<file path="src/rtl/pdm_pkg.sv">
// rtl/pdm_pkg.sv - shared constants for the PDM transmitter and receiver
package pdm_pkg;

    localparam int PDM_DATA_W = 16;

    // Integrator headroom above the sample width for the second-order loop
    localparam int PDM_I1_GUARD = 3;
    localparam int PDM_I2_GUARD = 6;

    // Midscale offset, also the magnitude of the modulator feedback
    function automatic int pdm_midscale(input int w);
        return 1 << (w - 1);
    endfunction

endpackage

</file>
<file path="src/rtl/pdm_clk_gen.sv">
// rtl/pdm_clk_gen.sv - PDM bit clock divider with rise/fall ticks
module pdm_clk_gen (
    input  logic        clk,
    input  logic        rst,
    input  logic [31:0] clk_div,
    output logic        clk_out,
    output logic        rise_tick,
    output logic        fall_tick
);

    logic [31:0] cnt;
    logic        tc;

    // clk_div is compared live; >= keeps a shrinking divider from running to 2^32
    always_ff @(posedge clk) begin
        if (rst) begin
            cnt     <= '0;
            tc      <= 1'b1;
            clk_out <= 1'b1;
        end else begin
            if (cnt >= clk_div) begin
                cnt <= '0;
                tc  <= 1'b1;
            end else begin
                cnt <= cnt + 32'd1;
                tc  <= 1'b0;
            end
            if (tc) begin
                clk_out <= ~clk_out;
            end
        end
    end

    assign fall_tick = tc & clk_out;
    assign rise_tick = tc & ~clk_out;

endmodule

</file>
<file path="src/rtl/pdm_tx.sv">
// rtl/pdm_tx.sv - PCM to PDM transmitter; PDM_TX_SECOND_ORDER_EN selects the second-order modulator
module pdm_tx
    import pdm_pkg::*;
#(
    parameter int DATA_W = PDM_DATA_W
) (
    input  logic              clk,
    input  logic              rst,
    input  logic [31:0]       clk_div,
    input  logic [7:0]        osr,
    input  logic [DATA_W-1:0] pcm_in,
    input  logic              pcm_valid,
    output logic              pcm_ready,
    output logic              pdm_clk_out,
    output logic              pdm_data_out,
    output logic              underrun
);

    localparam logic [DATA_W-1:0] MID = DATA_W'(pdm_midscale(DATA_W));

    logic                     fall_tick;
    logic                     unused_rise;
    logic signed [DATA_W-1:0] hold;
    logic signed [DATA_W-1:0] active;
    logic                     hold_full;
    logic [7:0]               bit_cnt;
    logic                     accept;
    logic                     boundary;
    logic                     next_bit;

    pdm_clk_gen u_clk_gen (
        .clk       (clk),
        .rst       (rst),
        .clk_div   (clk_div),
        .clk_out   (pdm_clk_out),
        .rise_tick (unused_rise),
        .fall_tick (fall_tick)
    );

    assign pcm_ready = ~hold_full;
    assign accept    = pcm_valid & pcm_ready;
    assign boundary  = fall_tick & (bit_cnt == osr);

    // A handshake on a boundary lands in hold; it never bypasses to active
    always_ff @(posedge clk) begin
        if (rst) begin
            hold         <= '0;
            hold_full    <= 1'b0;
            active       <= '0;
            bit_cnt      <= '0;
            underrun     <= 1'b0;
            pdm_data_out <= 1'b0;
        end else begin
            underrun <= boundary & ~hold_full;
            if (accept) begin
                hold      <= pcm_in;
                hold_full <= 1'b1;
            end
            if (fall_tick) begin
                pdm_data_out <= next_bit;
                if (bit_cnt == osr) begin
                    bit_cnt <= '0;
                    if (hold_full) begin
                        active    <= hold;
                        hold_full <= 1'b0;
                    end
                end else begin
                    bit_cnt <= bit_cnt + 8'd1;
                end
            end
        end
    end

`ifdef PDM_TX_SECOND_ORDER_EN
    localparam int I1_W = DATA_W + PDM_I1_GUARD;
    localparam int I2_W = DATA_W + PDM_I2_GUARD;
    localparam logic signed [DATA_W:0] FB_MAG = {1'b0, MID};

    logic signed [DATA_W:0] fb;
    logic signed [I1_W-1:0] i1;
    logic signed [I1_W-1:0] i1_next;
    logic signed [I2_W-1:0] i2;
    logic signed [I2_W-1:0] i2_next;
    logic signed [I1_W+1:0] i1_sum;
    logic signed [I2_W+1:0] i2_sum;

    // Sums carry two guard bits so overflow is detectable before clamping
    always_comb begin
        fb     = pdm_data_out ? FB_MAG : -FB_MAG;
        i1_sum = (I1_W+2)'(i1) + (I1_W+2)'(active) - (I1_W+2)'(fb);
        i2_sum = (I2_W+2)'(i2) + (I2_W+2)'(i1) - (I2_W+2)'(fb);
        if ((&i1_sum[I1_W+1:I1_W-1]) | ~(|i1_sum[I1_W+1:I1_W-1])) begin
            i1_next = i1_sum[I1_W-1:0];
        end else begin
            i1_next = {i1_sum[I1_W+1], {(I1_W-1){~i1_sum[I1_W+1]}}};
        end
        if ((&i2_sum[I2_W+1:I2_W-1]) | ~(|i2_sum[I2_W+1:I2_W-1])) begin
            i2_next = i2_sum[I2_W-1:0];
        end else begin
            i2_next = {i2_sum[I2_W+1], {(I2_W-1){~i2_sum[I2_W+1]}}};
        end
        next_bit = ~i2_next[I2_W-1];
    end

    always_ff @(posedge clk) begin
        if (rst) begin
            i1 <= '0;
            i2 <= '0;
        end else if (fall_tick) begin
            i1 <= i1_next;
            i2 <= i2_next;
        end
    end
`else
    logic [DATA_W-1:0] acc;
    logic [DATA_W-1:0] u;
    logic [DATA_W:0]   sum;

    // Offset-binary input; the carry out of the accumulator is the PDM bit
    always_comb begin
        u        = $unsigned(active) + MID;
        sum      = {1'b0, acc} + {1'b0, u};
        next_bit = sum[DATA_W];
    end

    always_ff @(posedge clk) begin
        if (rst) begin
            acc <= '0;
        end else if (fall_tick) begin
            acc <= sum[DATA_W-1:0];
        end
    end
`endif

endmodule
</file>
<file path="config.mk">
export PLATFORM = sky130hd
export DESIGN_NAME = pdm_tx
export DESIGN_NICKNAME = d
export VERILOG_FILES = /design/src/rtl/pdm_pkg.sv /design/src/rtl/pdm_clk_gen.sv /design/src/rtl/pdm_tx.sv
export SDC_FILE = /design/constraint.sdc
export NUM_CORES = 1
export LEC_CHECK = 0
export ABC_CLOCK_PERIOD_IN_PS = 7200
export CAP_MARGIN = 10
export CORE_ASPECT_RATIO = 1.1
export CORE_MARGIN = 2
export CORE_UTILIZATION = 45
export CTS_CLUSTER_DIAMETER = 120
export DETAILED_ROUTE_END_ITERATION = 8
export PLACE_DENSITY = 0.66
export SLEW_MARGIN = 20
export SYNTH_ARGS = -nofsm -noshare
export SYNTH_HDL_FRONTEND = slang
export SYNTH_HIERARCHICAL = 1
export SYNTH_SLANG_ARGS = --single-unit
</file>
<file path="constraint.sdc">
create_clock -name clk -period 7.2 [get_ports clk]
set_clock_uncertainty 0.15 [all_clocks]
set_input_delay 1.44 -clock clk [delete_from_list [all_inputs] [get_ports clk]]
set_output_delay 1.44 -clock clk [all_outputs]
set_load 0.02 [all_outputs]
</file>
==> summary.md, run 1 <==
| Metric | Value |
|---|---|
| Status | `completed` |
| Max incr delay on CP | `0.62 ns` |
| Antenna violations before repair | `0` |
| RSZ-0062 raised after global routing | `false` |
| Sum Neg Setup Slack | `0 ns` |
| Final hold vios | `0` |
| Crit start category | `primary input` |
| Post-CTS Resized | `0` |
| All-Layer GR Usage | `a little under a fifth` |
| First DRT Iteration DRCs | `roughly 150` |
| Die footprint | `~13000 µm²` |
| Fin Hold WS | `roughly 0.32 ns` |
| Fmax achieved | `around 280 MHz` |
| Maximum VDD drop | `around 0.11 mV` |
| Crit path max fanout | `16` |
| WP data arrival | `3.59 ns` |
| Post-route DRC | `0` |
| Total CTS buffers | `9` |
| Chip height | `about 120 µm` |
| First-pass DRT Iterations | `5` |
| CTS tree | `done` |
| Drt wl/cell | `14.2 µm` |
| Total congestion overflow | `0` |
| Clk pin slew, worst setup/hold paths | `~0.070 ns` |
| Worst path required time | `roughly 7.3 ns` |
| Number of cell rows | `42` |
| Crit-path cells | `clkdlybuf4s50_1, xnor2_1, nand4_1, nor3_1, nand2_1, mux2i_1, nor2_1` |
| Leak | `about 2.8 nW` |
| Die X | `around 110 µm` |
| Final period util | `49.3%` |
| Worst path slowest cell | `nand2_1` |
| Vias/cell | `between 5 and 6` |
| Syn avg cell area | `between 8 and 9 µm²` |
| Core area | `about 12000 µm²` |
| Ant. Diodes | `0` |
| Clk sink count | `93` |
| Clock root buffer | `clkbuf_16` |
| Port Buf Inserts | `a little over 60` |
| Top-Level Pins | `between 60 and 70` |
| Slew Limit Headroom | `about two fifths` |
| Clock Path Buffers | `2` |
| Synth Warn # | `6` |
| Clk Latency, worst-skew pair | `~0.35 ns` |
| # setup viols final | `0` |
| Pwr Density | `between 150 and 200 nW/µm²` |
| CP Capture Type | `flop` |
| DRT antenna net count | `0` |
| Mapped Cells | `slightly above 600` |
| Synthesized cell area | `5470 µm²` |
| CTS hold repair buffers | `0` |
| Crit path kind | `in -> reg` |
| Largest net degree at the start of global routing | `53` |
| Syn nets | `722` |
| Hold Path Class | `reg -> reg` |
| HPWL Detailed | `approximately 8600 µm` |
| Vias | `4454` |
| Vias in the first global route | `approximately 4500` |
| Slew Viols, Final | `0` |
| Slew of the pin with the lowest slew margin | `about 0.93 ns` |
| First-pass GRT wire length | `roughly 20000 µm` |
| Total wire length | `11700 µm` |
| GPL Wtd Cong | `0.910` |
| NumNets Final | `between 700 and 800` |
| Initial core utilization | `45.8%` |
| H-tree Lvls | `3` |
| Post CTS Setup Buffer Count | `0` |
| Max-Cap Viols | `0` |
| Post-route minimum period | `between 3 and 4 ns` |
| Syn-to-layout area delta | `18.3%` |
| Layout cell share with drive strength beyond 1 | `between 7 and 8%` |
[per-layer routing]
layer / share of wire, % / GRT usage (%) / vias up
li1: - / - / 2268
met1: 43 / 21.9 / 2090
met2: 53 / 34.4 / 75
met3: 2.9 / 3.48 / 21
met4: 1.8 / 6.09 / 0
met5: 0 / 0 / -
[worst paths after layout]
kind	start	end	slack (ns)	cells past startpoint
worst max-delay path	osr[4]	active[6]$_SDFFE_PP0P_	3.65	7
worst min-delay path	hold[12]$_SDFFE_PP0P_	hold[12]$_SDFFE_PP0P_	0.32	2
worst max register to register	active[0]$_SDFFE_PP0P_	acc[10]$_SDFFE_PP0P_	4.52	8
worst min register to register	hold[12]$_SDFFE_PP0P_	hold[12]$_SDFFE_PP0P_	0.32	2
[through the flow]
| step | util [%] | worst slack (ns) | power, mW | area, µm² | std cells |
|---|---|---|---|---|---|
| after floorplan | - | 4.15 | 0.598 | 5470 | 612 |
| after global placement | 51.7 | 3.28 | 0.643 | 6170 | 805 |
| after detailed placement | 51.7 | 3.20 | 0.647 | 6170 | 805 |
| after CTS | 54.2 | 3.56 | 1.12 | 6470 | 821 |
| after global routing | 54.2 | 3.36 | 1.15 | 6470 | 821 |
| final | 54.2 | 3.65 | 1.11 | 6470 | 821 |
[layout by cell type (no fill, tap or decap), drive strengths merged, types with 2 or more instances in the layout]
master and instances:
nor3b 4, nor2 48, xnor2 27, a211oi 38, ha 50, a21o 3, inv 46, buf 5
mux2i 24, nand4 26, nor3 5, o21ai 18, clkdlybuf4s50 61, dfxtp 93, and4 4, a41oi 2
a21oi 45, o2111ai 2, clkinv 2, a22o 7, o21bai 3, nor4bb 2, nor2b 6, xor2 30
a31oi 2, and2 6, nor4 3, clkbuf 10, and3 7, nand3 14, nand2 63
[final cells by class]
class,count,area (µm²)
timing repair buffer,66,646
clock inverter,6,60.1
tap,154,193
multi-input combinational,450,3310
clock buffer,10,239
sequential,93,1860
fill,1074,5460
inverter,42,158
[critical path, delay by kind of cell]
kind                      cells  cell delay, ns
muxes                         1            0.33
and+or+nand+nor               4            1.23
xor gates and xnor gates      1            0.12
buffers and inverters         1            0.47
[power by group]
group	switching (mW)	internal [mW]
Clock	0.219	0.253
Combinational	0.0456	0.0533
Sequential	0.00962	0.525
[registers in the layout, indices dropped and copies added, names as in the netlist]
register           flops
pdm_data_out           1
u_clk_gen/cnt         32
bit_cnt                8
acc                   16
hold                  16
hold_full              1
active                16
underrun               1
u_clk_gen/clk_out      1
u_clk_gen/tc           1
No activity file was read; power rests on OpenSTA's default activity.
==> run 2, diff against run 1 <==
--- a/config.mk
+++ b/config.mk
@@ -5,7 +5,7 @@
 export SDC_FILE = /design/constraint.sdc
 export NUM_CORES = 1
 export LEC_CHECK = 0
-export ABC_CLOCK_PERIOD_IN_PS = 7200
+export ABC_CLOCK_PERIOD_IN_PS = 3300
 export CAP_MARGIN = 10
 export CORE_ASPECT_RATIO = 1.1
 export CORE_MARGIN = 2
==> constraint.sdc (replaced) <==
create_clock -name clk -period 3.3 [get_ports clk]
set_clock_uncertainty 0.15 [all_clocks]
set_input_delay 0.66 -clock clk [delete_from_list [all_inputs] [get_ports clk]]
set_output_delay 0.66 -clock clk [all_outputs]
set_load 0.02 [all_outputs]
==> summary.md, run 2 (synthesis gave the netlist of run 1 again) <==
| Metric | Value |
|---|---|
| Total CTS buffers | `9 (unchanged)` |
| All-Layer GR Usage | `18.6% (was 18.9%)` |
| Worst r2r path cells | `8 (unchanged)` |
| CTS hold repair buffers | `0 (unchanged)` |
| Top-Level Pins | `63 (unchanged)` |
| Crit path kind | `reg -> reg (was in -> reg)` |
| Final hold vios | `0 (unchanged)` |
| Die X | `109 µm (unchanged)` |
| Status | `completed (unchanged)` |
| Maximum VDD drop | `0.249 mV (was 0.107 mV)` |
| Crit-path cells | `ha_1, fa_1, a21oi_1, o211a_4, nor2_2, a41o_1, nor4bb_1, or4_1 (was clkdlybuf4s50_1, xnor2_1, nand4_1, nor3_1, nand2_1, mux2i_1, nor2_1)` |
| Pwr Density | `366 nW/µm² (was 171 nW/µm²)` |
| Crit start category | `flop (was primary input)` |
| Post-CTS Resized | `0 (unchanged)` |
| Layout Cells excl Fill | `825 (was 821)` |
| Slew Viols, Final | `0 (unchanged)` |
| Post-route DRC | `0 (unchanged)` |
| Worst path buffer plus inverter count | `0 (was 1)` |
| Slew Limit Headroom | `52.2% (was 38.0%)` |
| Min-delay src | `hold[14]$_SDFFE_PP0P_ (was hold[12]$_SDFFE_PP0P_)` |
| Leak | `2.80 nW (was 2.79 nW)` |
| Slew of the pin with the lowest slew margin | `0.712 ns (was 0.928 ns)` |
| Clk pin slew, worst setup/hold paths | `0.07 ns (about the same)` |
| Placement Cell Area | `6210 µm² (was 6170 µm²)` |
| Number of cell rows | `42 (unchanged)` |
| Total congestion overflow | `0 (unchanged)` |
| Post-Place Cells | `809 (was 805)` |
| Final period util | `just over 80%` |
| FF-to-FF Start | `active[0]$_SDFFE_PP0P_ (unchanged)` |
| R2R Setup Slk | `0.57 ns (was 4.52 ns)` |
| First-pass DRT Iterations | `4 (was 5)` |
| Crit. Startpoint | `active[0]$_SDFFE_PP0P_ (was osr[4])` |
| Die footprint | `13000 µm² (unchanged)` |
| # setup viols final | `0 (unchanged)` |
| DRT antenna net count | `0 (unchanged)` |
| HPWL Detailed | `8710 µm (was 8580 µm)` |
| Crit path max fanout | `4 (was 16)` |
| Chip height | `120 µm (unchanged)` |
| Sum Neg Setup Slack | `0 ns (unchanged)` |
| Antenna violations before repair | `0 (unchanged)` |
| Total power draw | `2.38 mW (was 1.11 mW)` |
| First DRT Iteration DRCs | `206 (was 146)` |
| Vias in the first global route | `4380 (was 4463)` |
| FF-to-FF End | `acc[10]$_SDFFE_PP0P_ (unchanged)` |
| Most frequent cells in the layout | `dfxtp_1, nand2_1, clkdlybuf4s50_1, ha_1, nor2_1 (unchanged)` |
| Most common cell after layout, fill and taps aside | `dfxtp_1 (unchanged)` |
| CTS tree | `done (unchanged)` |
| Largest net degree at the start of global routing | `45 (was 53)` |
| Drt wl/cell | `14.4 µm (was 14.2 µm)` |
| Setup crit end | `acc[10]$_SDFFE_PP0P_ (was active[6]$_SDFFE_PP0P_)` |
| Layout cell share with drive strength beyond 1 | `8.05% (was 7.50%)` |
| Fmax achieved | `roughly 370 MHz` |
| Max-Cap Viols | `0 (unchanged)` |
| Clk sink count | `93 (unchanged)` |
| RSZ-0062 raised after global routing | `false (unchanged)` |
| Initial core utilization | `45.8% (unchanged)` |
| First-pass GRT wire length | `19700 µm (was 20100 µm)` |
| Vias/cell | `5.37 (was 5.43)` |
| GPL Wtd Cong | `0.848 (was 0.910)` |
| Post-route minimum period | `between 2 and 3 ns` |
| Max incr delay on CP | `0.50 ns (was 0.62 ns)` |
| Vias | `4432 (was 4454)` |
| H-tree Lvls | `3 (unchanged)` |
| Port Buf Inserts | `62 (unchanged)` |
| Ant. Diodes | `0 (unchanged)` |
| Biggest register | `u_clk_gen/cnt (unchanged)` |
| Worst path slowest cell | `or4_1 (was nand2_1)` |
| Clock Path Buffers | `2 (unchanged)` |
| Total wire length | `11900 µm (was 11700 µm)` |
| Util after Layout | `54.4% (was 54.2%)` |
| Syn-to-layout area delta | `18.8% (was 18.3%)` |
| Number of flip-flops in the largest register | `32 (unchanged)` |
| Hold Path Class | `reg -> reg (unchanged)` |
| Clock root buffer | `clkbuf_16 (unchanged)` |
| NumNets Final | `776 (was 772)` |
| Clk Latency, worst-skew pair | `0.34 ns (was 0.35 ns)` |
| Post CTS Setup Buffer Count | `0 (unchanged)` |
| WP data arrival | `2.79 ns (was 3.59 ns)` |
| CP Capture Type | `flop (unchanged)` |
| Cell area after layout | `6490 µm² (was 6470 µm²)` |
| Delay-heaviest family, CP | `compound AO/OA/AOI/OAI gates (was simple AND/OR/NAND/NOR gates)` |
| Worst path required time | `3.36 ns (was 7.25 ns)` |
| FILL cells | `1068 (was 1074)` |
| WP depth | `8 (was 7)` |
| Core area | `11900 µm² (unchanged)` |
run 2: worst register-to-register path: cells and delay by family, from the launching register on:
family                   cells  cell delay (ns)
AND/OR/NAND/NOR              3             0.68
flip-flops                   1             0.32
AO/OA/AOI/OAI                3             0.78
adder cells (fa/ha/maj)      2             0.67
run 2: where the power goes:
part,internal [mW],switching (mW)
clock network,0.522,0.471
registers,1.15,0.0192
logic,0.119,0.102
total,1.79,0.592
run 2: how the worst min path moves through the flow:
| stage | slack [ns] | cells past startpoint | to |
|---|---|---|---|
| finish | 0.31 | 2 | hold[14]$_SDFFE_PP0P_ |
| global route | 0.33 | 2 | hold[5]$_SDFFE_PP0P_ |
| CTS | 0.31 | 2 | hold[14]$_SDFFE_PP0P_ |
| detailed placement | 0.30 | 2 | hold[14]$_SDFFE_PP0P_ |
| global placement | 0.30 | 2 | hold[9]$_SDFFE_PP0P_ |
| floorplan | 0.29 | 2 | hold[0]$_SDFFE_PP0P_ |
run 2: stage by stage:
step / hold slack (ns) / setup slack [ns]
2_1_floorplan: 0.286 / 0.822
4_1_cts: 0.307 / 0.571
3_3_place_gp: 0.298 / 0.366
5_1_grt: 0.335 / 0.408
6_report: 0.307 / 0.573
3_5_place_dp: 0.297 / 0.243
run 2: metal layers:
| layer | wire, µm | global-route usage (%) | vias up | part of all wire, % |
|---|---|---|---|---|
| li1 | - | - | 2270 | - |
| met1 | 5280 | 22.2 | 2081 | 44 |
| met2 | 6020 | 33.1 | 58 | 51 |
| met3 | 266 | 2.77 | 23 | 2.2 |
| met4 | 307 | 7.45 | 0 | 2.6 |
| met5 | 0 | 0 | - | 0 |
run 2: area by class of cell:
type	count	area, µm²	area share, %
multi-input cells	450	3310	51.0
clock buffers	9	225	3.47
well taps	154	193	2.97
inverters	42	158	2.43
repair buffers	70	688	10.6
flip-flops and latches	93	1860	28.7
clock inverters	7	56.3	0.867
